`config.mk`:
```
export PLATFORM = sky130hd
export DESIGN_NAME = aln_collector_flat
export DESIGN_NICKNAME = d
export VERILOG_FILES = /design/src/rtl/aln_collector_if.sv /design/src/rtl/aln_collector.sv /design/src/flat_wrapper.sv
export SDC_FILE = /design/constraint.sdc
export NUM_CORES = 1
export LEC_CHECK = 0
export BUFFER_PORTS_ARGS = -buffer_cell sky130_fd_sc_hd__buf_4
export CAP_MARGIN = 0
export CORE_UTILIZATION = 30
export DETAILED_ROUTE_END_ITERATION = 8
export PLACE_DENSITY_LB_ADDON = 0.08
export SLEW_MARGIN = 15
export SYNTH_ARGS = -nofsm -noshare
export SYNTH_HDL_FRONTEND = slang
export SYNTH_SLANG_ARGS = --single-unit
```
`constraint.sdc`:
```
create_clock -name clk -period 3.1 [get_ports clk]
set_clock_uncertainty 0.15 [all_clocks]
set_input_delay 0.775 -clock clk [delete_from_list [all_inputs] [get_ports clk]]
set_output_delay 0.775 -clock clk [all_outputs]
set_load 0.005 [all_outputs]
```
`src/rtl/aln_collector_if.sv`:
```
// Stream bundle between the traceback stage, the alignment collector and its consumer.
// The collector uses the slave modport; the traceback side and the consumer use master.
interface aln_collector_if #(
  parameter int L = 8
);
  localparam int CW = $clog2(2*L+1);

  // Handshake: a pair moves on every rising clk edge where out_valid && out_ready.
  // Once out_valid is high, it and out_r/out_q/out_last stay unchanged until that transfer.
  logic          start_traceback;
  logic [2:0]    in_r;
  logic [2:0]    in_q;
  logic          in_finish;
  logic          out_valid;
  logic          out_ready;
  logic [2:0]    out_r;
  logic [2:0]    out_q;
  logic          out_last;
  logic [CW-1:0] aln_len;
  logic [CW-1:0] n_match;
  logic [CW-1:0] n_mismatch;
  logic [CW-1:0] n_gap;
  logic          done;
  logic          overflow;
  logic [1:0]    state;

  modport master (
    output start_traceback, in_r, in_q, in_finish, out_ready,
    input  out_valid, out_r, out_q, out_last, aln_len, n_match, n_mismatch, n_gap,
           done, overflow, state
  );

  modport slave (
    input  start_traceback, in_r, in_q, in_finish, out_ready,
    output out_valid, out_r, out_q, out_last, aln_len, n_match, n_mismatch, n_gap,
           done, overflow, state
  );
endinterface

```
`src/rtl/aln_collector.sv`:
```
// Collects traceback pairs (arriving end-to-start) into a LIFO, replays them start-to-end
// over a valid/ready stream and keeps alignment length and match/mismatch/gap counts.
module aln_collector #(
  parameter int L = 8
) (
  input  logic           clk,
  input  logic           rst,
  aln_collector_if.slave bus
);
  localparam int DEPTH = 2*L;
  localparam int CW    = $clog2(DEPTH+1);
  localparam int AW    = $clog2(DEPTH);

  typedef enum logic [1:0] {IDLE, CAPTURE, DRAIN, DONE} state_t;

  state_t        state, state_next;
  logic [5:0]    mem [DEPTH];
  logic [CW-1:0] aln_len, rd_ptr, n_match, n_mismatch, n_gap, len_after;
  logic          overflow, out_valid, out_last;
  logic [2:0]    out_r, out_q;
  logic          pair_valid, is_gap, full, push, xfer;

  assign pair_valid = (bus.in_r != 3'b111) && (bus.in_q != 3'b111);
  assign is_gap     = (bus.in_r == 3'b100) || (bus.in_q == 3'b100);
  assign full       = (aln_len == CW'(DEPTH));
  assign push       = (state == CAPTURE) && bus.start_traceback && pair_valid && !full;
  assign len_after  = aln_len + {{(CW-1){1'b0}}, push};
  assign xfer       = out_valid && bus.out_ready;

  always_ff @(posedge clk) begin
    if (rst) state <= IDLE;
    else     state <= state_next;
  end

  always_comb begin
    state_next = state;
    case (state)
      IDLE:    if (bus.start_traceback) state_next = CAPTURE;
      CAPTURE: begin
        if (!bus.start_traceback) state_next = IDLE;
        else if (bus.in_finish)   state_next = (len_after != '0) ? DRAIN : DONE;
      end
      DRAIN:   if (xfer && out_last) state_next = DONE;
      DONE:    if (!bus.start_traceback) state_next = IDLE;
      default: state_next = IDLE;
    endcase
  end

  // LIFO storage; aln_len doubles as the write pointer.
  always_ff @(posedge clk) begin
    if (push) mem[AW'(aln_len)] <= {bus.in_r, bus.in_q};
  end

  always_ff @(posedge clk) begin
    if (rst) begin
      aln_len    <= '0;
      rd_ptr     <= '0;
      n_match    <= '0;
      n_mismatch <= '0;
      n_gap      <= '0;
      overflow   <= 1'b0;
      out_valid  <= 1'b0;
      out_last   <= 1'b0;
      out_r      <= 3'b111;
      out_q      <= 3'b111;
    end else begin
      case (state)
        IDLE: begin
          if (bus.start_traceback) begin
            aln_len    <= '0;
            rd_ptr     <= '0;
            n_match    <= '0;
            n_mismatch <= '0;
            n_gap      <= '0;
            overflow   <= 1'b0;
          end
        end
        CAPTURE: begin
          if (!bus.start_traceback) begin
            aln_len    <= '0;
            rd_ptr     <= '0;
            n_match    <= '0;
            n_mismatch <= '0;
            n_gap      <= '0;
          end else begin
            if (pair_valid && full) overflow <= 1'b1;
            if (push) begin
              aln_len <= aln_len + CW'(1);
              if (is_gap)                 n_gap      <= n_gap + CW'(1);
              else if (bus.in_r == bus.in_q) n_match <= n_match + CW'(1);
              else                        n_mismatch <= n_mismatch + CW'(1);
            end
            if (bus.in_finish) rd_ptr <= len_after;
          end
        end
        DRAIN: begin
          // Reload the output register whenever it is empty or its pair is leaving.
          if (xfer && out_last) begin
            out_valid <= 1'b0;
            out_last  <= 1'b0;
            out_r     <= 3'b111;
            out_q     <= 3'b111;
          end else if ((!out_valid || bus.out_ready) && (rd_ptr != '0)) begin
            out_valid <= 1'b1;
            out_last  <= (rd_ptr == CW'(1));
            {out_r, out_q} <= mem[AW'(rd_ptr - CW'(1))];
            rd_ptr    <= rd_ptr - CW'(1);
          end
        end
        default: ;
      endcase
    end
  end

  assign bus.out_valid  = out_valid;
  assign bus.out_last   = out_last;
  assign bus.out_r      = out_r;
  assign bus.out_q      = out_q;
  assign bus.aln_len    = aln_len;
  assign bus.n_match    = n_match;
  assign bus.n_mismatch = n_mismatch;
  assign bus.n_gap      = n_gap;
  assign bus.overflow   = overflow;
  assign bus.done       = (state == DONE);
  assign bus.state      = state;
endmodule
```
`src/flat_wrapper.sv`:
```
// flat-port wrapper written by rule: the top's interface ports become plain ports
module aln_collector_flat 
#(
  parameter int L = 8
)
  (clk, rst, bus_start_traceback, bus_in_r, bus_in_q, bus_in_finish, bus_out_ready, bus_out_valid, bus_out_r, bus_out_q, bus_out_last, bus_aln_len, bus_n_match, bus_n_mismatch, bus_n_gap, bus_done, bus_overflow, bus_state);
  aln_collector_if #(.L(L)) bus_i ();
  input  logic clk;
  input  logic rst;
  input wire logic [$bits(bus_i.start_traceback)-1:0] bus_start_traceback;
  input wire logic [$bits(bus_i.in_r)-1:0] bus_in_r;
  input wire logic [$bits(bus_i.in_q)-1:0] bus_in_q;
  input wire logic [$bits(bus_i.in_finish)-1:0] bus_in_finish;
  input wire logic [$bits(bus_i.out_ready)-1:0] bus_out_ready;
  output wire logic [$bits(bus_i.out_valid)-1:0] bus_out_valid;
  output wire logic [$bits(bus_i.out_r)-1:0] bus_out_r;
  output wire logic [$bits(bus_i.out_q)-1:0] bus_out_q;
  output wire logic [$bits(bus_i.out_last)-1:0] bus_out_last;
  output wire logic [$bits(bus_i.aln_len)-1:0] bus_aln_len;
  output wire logic [$bits(bus_i.n_match)-1:0] bus_n_match;
  output wire logic [$bits(bus_i.n_mismatch)-1:0] bus_n_mismatch;
  output wire logic [$bits(bus_i.n_gap)-1:0] bus_n_gap;
  output wire logic [$bits(bus_i.done)-1:0] bus_done;
  output wire logic [$bits(bus_i.overflow)-1:0] bus_overflow;
  output wire logic [$bits(bus_i.state)-1:0] bus_state;
  assign bus_i.start_traceback = bus_start_traceback;
  assign bus_i.in_r = bus_in_r;
  assign bus_i.in_q = bus_in_q;
  assign bus_i.in_finish = bus_in_finish;
  assign bus_i.out_ready = bus_out_ready;
  assign bus_out_valid = bus_i.out_valid;
  assign bus_out_r = bus_i.out_r;
  assign bus_out_q = bus_i.out_q;
  assign bus_out_last = bus_i.out_last;
  assign bus_aln_len = bus_i.aln_len;
  assign bus_n_match = bus_i.n_match;
  assign bus_n_mismatch = bus_i.n_mismatch;
  assign bus_n_gap = bus_i.n_gap;
  assign bus_done = bus_i.done;
  assign bus_overflow = bus_i.overflow;
  assign bus_state = bus_i.state;
  aln_collector #(.L(L)) u_core (.clk(clk), .rst(rst), .bus(bus_i));
endmodule
```
==> results.yml, run 1 <==
pwr:
  leakagePower_nw: 2.580
  p_int_mw: 3.358
  comb_power_share_pct: 10.1
  peakVddDrop_mv: 0.3703
  p_switching_mw: 1.075
  cellPowerDensity_nw_per_um2: 612.4
  clkPwrFrac_pct: 46.3
  power.share.sequential_pct: 43.7
  p_total_mw: 4.433
  switching_share_pct: 24.25
final_layout:
  synthToLayoutAreaGrowth_pct: 24.19
  finalInstanceArea_sq_um: 7239
  diodes: 0
  layout.nets: 547
  drive_above_1_share_pct: 26.83
  postLayoutCoreUtil_pct: 38.32
yosys:
  synth_seq_cells: 132
  syn_nets: 470
  yosys.area_share.simple_pct: 12.32
  synth-compound-area-share_pct: 6.611
  syn_avg_cell_area_sq_um: 13.16
  synth_cell_types: 51
  synth_common_cells: "edfxtp_1, nand2_1, nor2_1"
  synth_edf_count: 96
  synth_top_area_share_pct: 49.45
  synth_area_sq_um: 5829
  synth_cells: 443
  synth_top_family_by_area: "simple AND/OR/NAND/NOR gates"
  synthArstFlopShare_pct: 0
  synth_mux_area_share_pct: 10.32
  synth_top_area_cell: "edfxtp_1"
  yosysSeqAreaShare_pct: 61.82
  synth_area_leaders: "edfxtp_1, dfxtp_1, mux4_2, ha_1, nand2_1"
  yosysWarnings: 0
  synth_adder_area_share_pct: 3.434
  synth.most_common_cell: "edfxtp_1"
  synth_flop_cell: "edfxtp_1"
  synthXorXnorAreaFrac_pct: 2.855
detailed_routing:
  met3_length_um: 545
  via_per_inst: 4.718
  drc_errors: 0
  avgRoutedWirePerCell_um: 17.64
  wl_met2_um: 6492
  totalWireLength_um: 13990
  first_iter_violations: 228
  ant_nets: 0
  dr_total_vias: 3741
  first_pass_iters: 4
  wirelength_met1_um: 6738
  top_layer: "met4"
clock_network:
  cts.sinks: 132
  clockRootBuffer: "clkbuf_16"
  cts_hold_buf: 0
  htree_levels: 4
  clock_latency_ns: 0.42
  cts_tree: "yes"
  clockBufferDepth: 2
  clk_pin_slew_worst_paths_ns: 0.06
  cts_made_buffers: 17
  post_cts_buffers: 0
  cts.repair.resized: 0
setup_path:
  r2r_slack_ns: 0.55
  critPathMaxFanout: 9
  critPathArrivalTime_ns: 2.53
  required_ns: 3.07
  worstSetupEndpointType: "flip-flop"
  critPathKind: "flip-flop to flip-flop"
  worst_setup_path_start_kind: "flip-flop"
sta:
  hold_ws_ns: 0.3289
  final_max_slew_viol_count: 0
  slew_headroom_pct: 57.87
  tightestPinTransition_ns: 0.6307
  fmax_mhz: 391.7
  setup_tns_ns: 0
  fin_crit_sh_pct: 82.36
  rsz0062_at_grt: "no"
  fin_crit_ns: 2.553
  setup_violations: 0
  hold_viol: 0
global_routing:
  track_usage_pct: 14.97
  overflow: 0
  grt_max_degree: 28
  grt_pass1_wl_um: 21760
  antenna_found_initial: 0
  grt_pass1_vias: 3595
floorplanning:
  rows: 50
  die_area_sq_um: 19990
  core_area_sq_um: 18890
  dieWidth_um: 141.4
  start_util_pct: 30.85
  die_h_um: 141.4
  io_pins: 43
place:
  portBuffers: 42
  gp_congestion: 0.7075
  hpwl_um: 9521
  dpl_cell_area_sq_um: 6636
status:
  status: "completed"
job:
  maxCapViolCount: 0
min_path:
  hold_path_class: "flip-flop to flip-flop"
## metal layers
| layer | GRT usage, % | up-vias |
|---|---|---|
| met5 | 0 | - |
| met4 | 5.207 | 0 |
| met3 | 3.679 | 17 |
| met2 | 22.69 | 74 |
| met1 | 20.87 | 1837 |
| li1 | - | 1813 |
## critical path, stage by stage (launching register included)
cell	delay, ns
dfxtp_1	0.37
inv_1	0.10
ha_1	0.24
nand2_1	0.10
or4_1	0.52
inv_2	0.08
buf_4	0.18
nand2_1	0.15
nor3_1	0.18
buf_4	0.20
## cell families after synthesis
group | Yosys count
simple gates | 151
flops | 132
compound gates | 62
buf+inv | 33
mux | 30
xor+xnor | 19
fa+ha+maj | 16
## final cells by class
cell class	instances	area (sq um)
clock inverters	15	177.7
fillers	1869	11650
flip-flops and latches	132	3605
multi-input cells	278	2072
well taps	260	325.3
repair buffers	78	585.6
clock buffers	17	425.4
inverters	13	48.80
## metrics by stage
stage | setup WS [ns] | std cells
after floorplan | 0.1553 | 443
after CTS | 0.5338 | 793
final | 0.5469 | 793
after global routing | 0.3781 | 793
after global placement | 0.2042 | 761
after detailed placement | 0.1870 | 761
## registers in the layout (all words and copies together), names as in the netlist, named ones only
signal                 cells
u_core.bus.aln_len         5
u_core.bus.out_q           3
u_core.bus.overflow        1
u_core.bus.state           1
u_core.bus.out_last        1
u_core.bus.n_mismatch      5
u_core.bus.out_valid       1
u_core.bus.n_match         5
u_core.bus.n_gap           5
u_core.rd_ptr              5
u_core.bus.out_r           3
u_core.mem                96
## final timing paths
kind	start	end	depth (start not counted)
worst max-delay path	flip-flop	u_core.mem[1][4]	9
worst min-delay path	u_core.rd_ptr[1]	u_core.rd_ptr[1]	2
worst max register to register	flip-flop	u_core.mem[1][4]	9
worst min register to register	u_core.rd_ptr[1]	u_core.rd_ptr[1]	2
## power groups by stage
stage | Sequential (mW) | Clock, mW | Combinational, mW
6_report | 1.94 | 2.05 | 0.446
3_3_place_gp | 1.97 | 0 | 0.454
4_1_cts | 1.94 | 2.09 | 0.456
2_1_floorplan | 1.98 | 0 | 0.280
3_5_place_dp | 1.97 | 0 | 0.453
5_1_grt | 1.94 | 2.17 | 0.499
## layout by cell type, fill, tap and decap left out, drive strengths merged, types with 11 or more instances in the layout
master,count
ha,16
nor3,11
o21ai,14
mux4,24
nor2,45
xor2,13
edfxtp,96
a21oi,22
dfxtp,36
buf,78
clkbuf,17
inv,17
nand2,49
Power figures use the tool's default switching activity.
==> run 2, diff against run 1 <==
Clock period 3.1 ns to 2.2 ns, I/O delays scaled along.
==> run 2 against run 1 <==
  * The run now ends with negative setup slack left
  * Critical path depth grew 3
  * Non-clock buffer count up 39
  * Sequential share of layout area is 4.0 points lower
  * First-iteration DRC count fell by 27%
  * Global-route usage grew 0.97 points
  * Critical path type unchanged
  * Critical endpoint is now u_core.rd_ptr[4]
  * Highest routed layer unchanged
==> results.yml, run 2 (synthesis results as in run 1) <==
status:
  status: "finished, violations left"
  violations: "negative setup slack"
sta:
  setup_tns_ns: -4.257
  fin_crit_ns: 2.313
  hold_viol: 0
  fin_crit_sh_pct: 105.2
  slew_headroom_pct: 73.72
  rsz0062_at_grt: "yes"
  tightestPinTransition_ns: 0.3942
  hold_ws_ns: 0.2237
  setup_violations: 84
  fmax_mhz: 432.3
  setup_ws_ns: -0.1134
  final_max_slew_viol_count: 0
setup_path:
  slowest_delay_ns: 0.47
  worstSetupEndpointType: "flip-flop"
  worst_path_most_repeated_cell: "ha_4"
  critPathSlowestCell: "or4_4"
  path_cells: "inv_2 -> ha_4 -> and4bb_1 -> or4_4 -> inv_8 -> ha_4 -> ha_4 -> nand3_2 -> xor2_1 -> o22ai_1 -> nand3_1 -> a21oi_1"
  crit_buf_inv: 2
  r2r_slack_ns: -0.11
  required_ns: 2.41
  critPathKind: "flip-flop to flip-flop"
  critPathArrivalTime_ns: 2.52
  worst_setup_path_start_kind: "flip-flop"
  crit_family: "simple AND/OR/NAND/NOR gates"
  critPathMaxFanout: 5
clock_network:
  cts_hold_buf: 0
  clockBufferDepth: 2
  cts.sinks: 132
  cts_made_buffers: 17
  htree_levels: 4
  clk_pin_slew_worst_paths_ns: 0.06
  clockRootBuffer: "clkbuf_16"
  cts_tree: "yes"
  clock_latency_ns: 0.43
detailed_routing:
  avgRoutedWirePerCell_um: 17.65
  totalWireLength_um: 14690
  dr_total_vias: 3956
  first_pass_iters: 4
  first_iter_violations: 167
  ant_nets: 0
  via_per_inst: 4.755
  drc_errors: 0
final_layout:
  finalInstanceArea_sq_um: 7894
  largest_register_ffs: 96
  synthToLayoutAreaGrowth_pct: 35.42
  final_common_cell: "buf_4"
  diodes: 0
  layout_common_cells: "buf_4, edfxtp_1, nand2_1, nor2_1, dfxtp_1"
  postLayoutCoreUtil_pct: 41.78
  layout.nets: 586
  regMostFlops: "u_core.mem"
  fill_cells: 1813
  drive_above_1_share_pct: 39.34
place:
  dpl_cell_area_sq_um: 7047
  portBuffers: 42
  hpwl_um: 10210
  gp_congestion: 0.7164
global_routing:
  antenna_found_initial: 0
  track_usage_pct: 15.94
  grt_max_degree: 25
  grt_pass1_vias: 4012
  overflow: 0
  grt_pass1_wl_um: 23200
pwr:
  p_total_mw: 6.473
  leakagePower_nw: 2.800
  cellPowerDensity_nw_per_um2: 820.0
  peakVddDrop_mv: 0.5494
floorplanning:
  start_util_pct: 30.85
  dieWidth_um: 141.4
  rows: 50
  die_area_sq_um: 19990
  io_pins: 43
  core_area_sq_um: 18890
  die_h_um: 141.4
min_path:
  hold_path_class: "primary input to flip-flop"
job:
  maxCapViolCount: 0
==> run 2: per-stage QoR <==
stage	setup slack, ns	cells
2_1_floorplan	-0.2705	443
3_3_place_gp	-0.3831	789
3_5_place_dp	-0.4557	789
4_1_cts	-0.2116	830
5_1_grt	-0.2323	832
6_report	-0.1134	832
==> run 2: what timing repair did <==
action	CTS	global route
endpoints found under the hold margin	0	0
resized for setup	40	12
setup buffers	9	3
endpoints found under the setup margin	118	123
pin swaps	18	10
==> run 2: final timing paths <==
kind / from / cells after the start / endpoint
setup / recovery: u_core.bus.aln_len[0] / 12 / u_core.rd_ptr[4]
hold / removal: rst / 2 / u_core.bus.out_last
setup reg to reg: u_core.bus.aln_len[0] / 12 / u_core.rd_ptr[4]
hold reg to reg: u_core.rd_ptr[1] / 2 / u_core.rd_ptr[1]
==> run 2: report_power, final <==
part | total, mW | internal, mW | switching [mW]
logic | 0.980 | 0.462 | 0.518
clock network | 2.76 | 1.59 | 1.17
registers | 2.73 | 2.71 | 0.0229
total | 6.47 | 4.76 | 1.71
==> run 2: cell type report <==
cell class              count  area [sq um]  share of cell area [%]
multi-input cells         278          2352                   29.80
flip-flops and latches    132          3611                   45.74
inverters                  13         56.30                  0.7133
repair buffers            117         974.7                   12.35
clock buffers              17         425.4                   5.389
well taps                 260         325.3                   4.121
clock inverters            15         148.9                   1.886
==> run 2: routing by layer <==
metal	vias to the layer above	part of all wire, %	global-route usage (%)
met2	46	49	26.06
met4	0	1.3	5.603
met1	1988	47	20.60
met5	-	0	0
met3	14	2.6	3.915
li1	1908	-	-
==> run 3, diff against run 2 <==
Settings changed: CORE_MARGIN set to 10.
==> run 3 against run 2 <==
  * Count of clock-buffer cells in the layout stayed put
  * Critical endpoint is now u_core.mem[2][3]
  * Critical path type unchanged
  * Non-clock buffer count is 1 higher
  * Hold slack worse by 0.0074 ns
  * The run still ends with negative setup slack left
==> results.yml, run 3 (synthesis results as in run 1) <==
status:
  status: "finished, violations left"
  violations: "negative setup slack"
detailed_routing:
  drc_errors: 0
  wirelength_met1_um: 7248
  ant_nets: 0
  via_per_inst: 4.789
  avgRoutedWirePerCell_um: 18.64
  first_iter_violations: 134
  wl_met2_um: 7708
  top_layer: "met4"
  dr_total_vias: 3989
  totalWireLength_um: 15520
  first_pass_iters: 4
  met3_length_um: 340
job:
  maxCapViolCount: 0
final_layout:
  finalNonFillerCells: 833
  multi_input_area_sq_um: 2379
  synthToLayoutAreaGrowth_pct: 37.09
  final_common_cell: "buf_4"
  layout.nets: 587
  layout_common_cells: "buf_4, edfxtp_1, nand2_1, dfxtp_1, nor2_1"
  regMostFlops: "u_core.mem"
  largest_register_ffs: 96
  seqCellArea_sq_um: 3610
  drive_above_1_share_pct: 39.62
  diodes: 0
  fill_cells: 1816
floorplanning:
  core_area_sq_um: 18890
  start_util_pct: 30.85
  dieWidth_um: 159.4
  die_h_um: 159.4
  die_area_sq_um: 25410
  io_pins: 43
  rows: 50
setup_path:
  worst_setup_path_start_kind: "flip-flop"
  critPathSlowestCell: "or4_4"
  critPathKind: "flip-flop to flip-flop"
  critPathArrivalTime_ns: 2.37
  slowest_delay_ns: 0.53
  path_cells: "inv_4 -> ha_4 -> and4bb_1 -> or4_4 -> inv_8 -> buf_4 -> nand2_8 -> nor3_4 -> buf_12"
  worstSetupEndpointType: "flip-flop"
  ff2ff_path_depth: 9
  critPathMaxFanout: 6
  critPathLaunch: "u_core.bus.aln_len[0]"
  required_ns: 2.19
  path_depth: 9
  crit_buf_inv: 4
  reg2reg_from: "u_core.bus.aln_len[0]"
  crit_family: "simple AND/OR/NAND/NOR gates"
sta:
  rsz0062_at_grt: "yes"
  tightestPinTransition_ns: 0.4120
  setup_tns_ns: -9.751
  hold_viol: 0
  fin_crit_ns: 2.382
  setup_violations: 112
  setup_ws_ns: -0.1822
  fmax_mhz: 419.8
  slew_headroom_pct: 72.53
  final_max_slew_viol_count: 0
  fin_crit_sh_pct: 108.3
min_path:
  holdPathStages: 2
  hold_path_class: "primary input to flip-flop"
  worstHoldStart: "rst"
clock_network:
  clk_pin_slew_worst_paths_ns: 0.06
  cts_hold_buf: 0
  clockBufferDepth: 2
  clockRootBuffer: "clkbuf_16"
  cts.sinks: 132
  cts_tree: "yes"
  clock_latency_ns: 0.42
  cts_made_buffers: 17
  htree_levels: 4
pwr:
  cellPowerDensity_nw_per_um2: 826.1
  peakVddDrop_mv: 0.5541
  p_total_mw: 6.602
  leakagePower_nw: 2.820
global_routing:
  grt_pass1_vias: 4113
  grt_max_degree: 25
  grt_pass1_wl_um: 24050
  antenna_found_initial: 0
  overflow: 0
  track_usage_pct: 12.28
place:
  portBuffers: 42
  hpwl_um: 10680
  gp_congestion: 0.7390
  place_inst: 789
  place_ws_ns: -0.4270
==> run 3: what timing repair did <==
item                                    4_1_cts  5_1_grt
setup buffers                                 9        3
gates cloned                                  0        0
pin swaps                                    17       15
gates resized for setup                      31       27
endpoints found under the setup margin      117      123
==> run 3: cell type report <==
cell class / count / share of cell area [%]
multi-input cells: 278 / 29.76
well taps: 260 / 4.071
inverters: 13 / 0.7359
flip-flops and latches: 132 / 45.17
repair buffers: 118 / 12.81
clock buffers: 17 / 5.323
clock inverters: 15 / 2.129
==> run 3: report_power, final <==
| group | internal (mW) | switching [mW] | total [mW] |
|---|---|---|---|
| clock | 1.70 | 1.17 | 2.87 |
| sequential | 2.71 | 0.0234 | 2.73 |
| combinational | 0.469 | 0.530 | 0.999 |
==> run 3: path summary, 6_finish.rpt <==
kind                               end  slack [ns]
setup / recovery      u_core.mem[2][3]       -0.18
hold / removal    u_core.bus.out_valid        0.22
setup reg to reg      u_core.mem[2][3]       -0.18
hold reg to reg       u_core.rd_ptr[4]        0.33
==> run 3: routing by layer <==
metal | vias to the layer above | track usage (%)
met1 | 2014 | 15.63
met2 | 45 | 20.09
met4 | 0 | 4.423
li1 | 1912 | -
met3 | 18 | 2.659
met5 | - | 0
==> run 3: worst register-to-register path, stage by stage, from the launching register on <==
cell,delay [ns]
dfxtp_4,0.35
inv_4,0.04
ha_4,0.14
and4bb_1,0.22
or4_4,0.53
inv_8,0.09
buf_4,0.14
nand2_8,0.08
nor3_4,0.21
buf_12,0.15
==> run 3: per-stage QoR <==
step | cell area (sq um) | utilization (%) | hold WS, ns
4_1_cts | 7858 | 41.59 | 0.1989
6_report | 7991 | 42.30 | 0.2163
2_1_floorplan | 6000 | - | 0.2994
3_3_place_gp | 7047 | 37.30 | 0.3141
5_1_grt | 7991 | 42.30 | 0.2056
3_5_place_dp | 7047 | 37.30 | 0.3246
